[src/rtl/comp8_bist.sv]
// Built-in self-test sequencer for an 8-bit cascadable magnitude comparator.
// Drives LFSR and directed operand vectors, checks results against a golden model.
module comp8_bist #(
  parameter int unsigned NUM_VEC = 8,
  parameter logic [15:0] SEED    = 16'hACE1
) (
  input  logic       clk,
  input  logic       rst,
  input  logic       start,
  output logic [7:0] a,
  output logic [7:0] b,
  output logic       gt,
  output logic       lt,
  output logic       eq,
  input  logic       agtb,
  input  logic       altb,
  input  logic       aeqb,
  output logic       busy,
  output logic       done,
  output logic       pass,
  output logic [7:0] err_cnt
);

  typedef enum logic [1:0] {S_IDLE, S_DRIVE, S_CHECK, S_DONE} state_t;

  localparam logic [8:0] NV   = 9'(NUM_VEC);
  localparam logic [8:0] LAST = 9'(NUM_VEC + 1);

  state_t      state;
  logic [15:0] lfsr;
  logic [8:0]  vec_idx;

  logic [15:0] lfsr_next;
  logic [8:0]  nxt_idx;
  logic        exp_gt, exp_lt, exp_eq, mismatch;
  logic [7:0]  err_next;
  logic [7:0]  nxt_a, nxt_b;
  logic        nxt_gt, nxt_lt, nxt_eq;

  // Golden comparison, error accumulation and next-vector selection
  always_comb begin
    lfsr_next = {lfsr[14:0], lfsr[15] ^ lfsr[13] ^ lfsr[12] ^ lfsr[10]};
    nxt_idx   = vec_idx + 9'd1;
    exp_gt    = (a > b) | ((a == b) & gt);
    exp_lt    = (a < b) | ((a == b) & lt);
    exp_eq    = (a == b) & eq;
    mismatch  = (agtb != exp_gt) | (altb != exp_lt) | (aeqb != exp_eq);
    if (mismatch && (err_cnt != 8'hFF)) begin
      err_next = err_cnt + 8'd1;
    end else begin
      err_next = err_cnt;
    end
    // Random vectors first, then equal operands with eq cascade, then with gt cascade
    if (nxt_idx < NV) begin
      nxt_a  = lfsr_next[15:8];
      nxt_b  = lfsr_next[7:0];
      nxt_gt = 1'b0;
      nxt_lt = 1'b0;
      nxt_eq = 1'b1;
    end else if (nxt_idx == NV) begin
      nxt_a  = 8'd5;
      nxt_b  = 8'd5;
      nxt_gt = 1'b0;
      nxt_lt = 1'b0;
      nxt_eq = 1'b1;
    end else begin
      nxt_a  = 8'd5;
      nxt_b  = 8'd5;
      nxt_gt = 1'b1;
      nxt_lt = 1'b0;
      nxt_eq = 1'b0;
    end
  end

  // Sequencer FSM with registered operand and status outputs
  always_ff @(posedge clk) begin
    if (rst) begin
      state   <= S_IDLE;
      lfsr    <= SEED;
      vec_idx <= 9'd0;
      a       <= 8'd0;
      b       <= 8'd0;
      gt      <= 1'b0;
      lt      <= 1'b0;
      eq      <= 1'b1;
      busy    <= 1'b0;
      done    <= 1'b0;
      pass    <= 1'b0;
      err_cnt <= 8'd0;
    end else begin
      case (state)
        S_IDLE: begin
          done <= 1'b0;
          if (start) begin
            state   <= S_DRIVE;
            busy    <= 1'b1;
            lfsr    <= SEED;
            vec_idx <= 9'd0;
            a       <= SEED[15:8];
            b       <= SEED[7:0];
            gt      <= 1'b0;
            lt      <= 1'b0;
            eq      <= 1'b1;
            err_cnt <= 8'd0;
            pass    <= 1'b0;
          end
        end
        S_DRIVE: begin
          state <= S_CHECK;
        end
        S_CHECK: begin
          err_cnt <= err_next;
          lfsr    <= lfsr_next;
          if (vec_idx == LAST) begin
            state <= S_DONE;
            done  <= 1'b1;
            busy  <= 1'b0;
            pass  <= (err_next == 8'd0);
          end else begin
            state   <= S_DRIVE;
            vec_idx <= nxt_idx;
            a       <= nxt_a;
            b       <= nxt_b;
            gt      <= nxt_gt;
            lt      <= nxt_lt;
            eq      <= nxt_eq;
          end
        end
        S_DONE: begin
          done  <= 1'b0;
          state <= S_IDLE;
        end
        default: begin
          state <= S_IDLE;
        end
      endcase
    end
  end

endmodule

[config.mk]
export PLATFORM = sky130hd
export DESIGN_NAME = comp8_bist
export DESIGN_NICKNAME = d
export VERILOG_FILES = /design/src/rtl/comp8_bist.sv
export SDC_FILE = /design/constraint.sdc
export NUM_CORES = 1
export LEC_CHECK = 0
export CAP_MARGIN = 20
export CELL_PAD_IN_SITES_DETAIL_PLACEMENT = 0
export CELL_PAD_IN_SITES_GLOBAL_PLACEMENT = 1
export CORE_MARGIN = 2
export CORE_UTILIZATION = 42
export DETAILED_ROUTE_END_ITERATION = 10
export PLACE_DENSITY = 0.91
export SYNTH_ARGS = -nofsm -noshare
export SYNTH_HDL_FRONTEND = slang
export SYNTH_SLANG_ARGS = --single-unit
[constraint.sdc]
create_clock -name clk -period 7.2 [get_ports clk]
set_input_delay 1.44 -clock clk [delete_from_list [all_inputs] [get_ports clk]]
set_output_delay 1.44 -clock clk [all_outputs]
set_load 0.03 [all_outputs]
==> summary.md <==
| Metric | Value |
|---|---|
| Status | `finished, final reports clean` |
| Vias in the first global route | `2296` |
| CP startpoint kind | `input port` |
| Yosys reg bits | `56` |
| Die Ht | `86.5 µm` |
| Hold Path Class | `reg2reg` |
| Root Driver | `clkbuf_8` |
| Pin count of the biggest net entering global routing | `43` |
| Fin. Hold Viols | `0` |
| Starting density of the core | `0.428` |
| Mapped Area | `0.00286 mm²` |
| CTS tree | `done` |
| Die area | `0.00748 mm²` |
| Ys async rst share | `0` |
| Placer Congestion | `0.902` |
| Global route total overflow | `0` |
| R2R depth | `9` |
| Global routing's busiest layer | `met2` |
| Finish-stage setup viols | `0` |
| Max_cap viols | `0` |
| Yosys cell types | `50` |
| DRT antenna net count | `0` |
| DRT Pass-1 Iters | `4` |
| Initial DRC Count | `190` |
| PwrDens | `225 mW/mm²` |
| Crit path required time | `7.45 ns` |
| Crit path max fanout | `17` |
| Register area share after synthesis | `0.392` |
| Post-cts sizing count | `0` |
| Antenna diode instance count | `0` |
| Worst R2R End | `a[1]` |
| Synth Instances | `347` |
| Most common cell after layout, fill and taps aside | `dfxtp_1` |
| Commonest non-fill, non-tap cells in the layout | `dfxtp_1, nor2_1, clkdlybuf4s50_1` |
| Top_reg_cell synth | `dfxtp_1` |
| Post-Route WL | `6610 µm` |
| RR Startpoint | `state[0]` |
| Vias | `2543` |
| Hold Slack | `0.476 ns` |
| Final min period | `4.27 ns` |
| Hold_buf cts | `0` |
| Clock Skew | `0.00821 ns` |
| Reg-to-reg slack, setup | `3.56 ns` |
| Port Buffers | `34` |
| Pins over their slew limit | `0` |
| Sink Count | `56` |
| Placed Cells | `444` |
| Final std cells w/o fill | `452` |
| Io pins | `36` |
| Clock latency on the worst-skew pair | `0.31 ns` |
| Post-synth EDFFs | `0` |
| Vias per inst | `5.63` |
| Final nets | `391` |
| CTS HTree Levels | `2` |
| WHS Endpoint | `eq` |
| Yosys warning total | `0` |
| Die width | `86.5 µm` |
| Area grow syn2layout | `17.2%` |
| DR WL/cell | `14.6 µm` |
| CP Capture Type | `flop` |
| RSZ-0062 raised after global routing | `no` |
| WP data arrival | `4.52 ns` |
| Gr usage total | `0.185` |
| Setup TNS | `0 ns` |
| Total core area | `0.00668 mm²` |
| Clock slew at reported path FFs | `0.10 ns` |
| Number of fill cells | `654` |
| Post-CTS Repair Setup Buffers | `0` |
| Layout cells sized above 1 | `0.0538` |
| Slew @ Worst Pin | `0.953 ns` |
| Slew headroom | `0.363` |
| Max Freq | `0.234 GHz` |
| Design area | `0.00335 mm²` |
| Worst Hold Depth | `2` |
| Leak | `1.20 nW` |
| IR drop worst, VDD | `0.132 mV` |
| Initial antenna violation count | `0` |
| Hold wc startpoint | `eq` |
| Cell Area, Placed | `0.00323 mm²` |
| M1 GR Usage | `0.270` |
| CTS max path bufs | `2` |
| GR Util met2 | `0.285` |
| WS Path Type | `in2reg` |
| DRC | `0` |
| Met3 Use GR | `0.0314` |
| Final Cycle Share | `0.593` |
| Row cnt | `30` |
| First-pass GRT wire length | `11100 µm` |
| Mean Syn Cell Area | `8.23 µm²` |
| Num CTS Buffers | `5` |
| Hpwl dp | `4750 µm` |
| Syn_nets | `367` |
-- power breakdown --
part           internal (W)  total [W]  switching (W)  leakage (nW)
Combinational     0.0000737   0.000202       0.000128         0.686
Clock              0.000105   0.000211       0.000106        0.0548
Sequential         0.000326   0.000341      0.0000144         0.455
-- worst max-delay path: stages --
cell	delay, ns
clkdlybuf4s50_1	0.55
nand2_1	0.09
o21a_1	0.30
nor2_1	0.81
nand2_1	0.59
nor2b_1	0.50
a22oi_1	0.13
nor2_1	0.10
-- layout make-up --
| cell class | instances | area (µm²) | share of cell area |
|---|---|---|---|
| inverters | 17 | 63.8 | 0.0191 |
| repair buffers | 36 | 355 | 0.106 |
| clock inverters | 3 | 46.3 | 0.0138 |
| multi-input cells | 255 | 1590 | 0.476 |
| flip-flops and latches | 56 | 1120 | 0.335 |
| clock buffers | 5 | 68.8 | 0.0206 |
| well taps | 80 | 100 | 0.0299 |
-- worst max-delay path by stage --
| stage | slack [ns] | startpoint | to | cells past startpoint |
|---|---|---|---|---|
| after floorplan | 4.52 | aeqb | pass | 6 |
| after global placement | 2.85 | start | b[4] | 8 |
| after detailed placement | 2.69 | start | b[1] | 8 |
| after CTS | 3.03 | start | b[1] | 8 |
| after global routing | 2.50 | start | b[3] | 8 |
| final | 2.93 | start | a[1] | 8 |
-- kinds of logic after synthesis --
kind of cell	after synthesis	share of synthesized area
buf+inv	36	0.0499
xor+xnor	8	0.0245
fa+ha+maj	14	0.0613
simple gates	119	0.205
other cells	1	0.00131
mux	2	0.00745
compound gates	111	0.258
flops	56	0.392
-- state kept, by name, summed over array words and instances, names as in the netlist --
signal   count
lfsr        16
vec_idx      9
a            8
b            8
err_cnt      8
state        2
busy         1
done         1
eq           1
gt           1
pass         1
-- synthesized netlist by cell type (all sizes together) (5+ instances only) --
cell,count,area (µm²)
dfxtp,56,1120
nor2,45,174
a21oi,33,165
nand2,25,93.8
o21ai,23,119
inv,17,63.8
a22oi,15,113
clkbuf,15,56.3
ha,14,175
nor3,9,50.1
nand3,8,40.0
o22ai,8,50.1
nor2b,6,37.5
xnor2,6,52.6
a211oi,5,37.5
a311oi,5,43.8
and3,5,31.3
nand2b,5,31.3
-- stage by stage --
| stage | util | setup WS [ns] | power [W] |
|---|---|---|---|
| after CTS | 0.501 | 3.03 | 0.000757 |
| after floorplan | - | 4.52 | 0.000491 |
| after detailed placement | 0.484 | 2.69 | 0.000548 |
| final | 0.501 | 2.93 | 0.000753 |
| after global routing | 0.501 | 2.50 | 0.000795 |
| after global placement | 0.483 | 2.85 | 0.000544 |
-- layer usage --
metal	up-vias	wire length, µm
li1	1289	-
met1	1202	3270
met2	50	3000
met3	2	312
met4	0	24
met5	-	0
No activity file was read; power rests on OpenSTA's default activity.
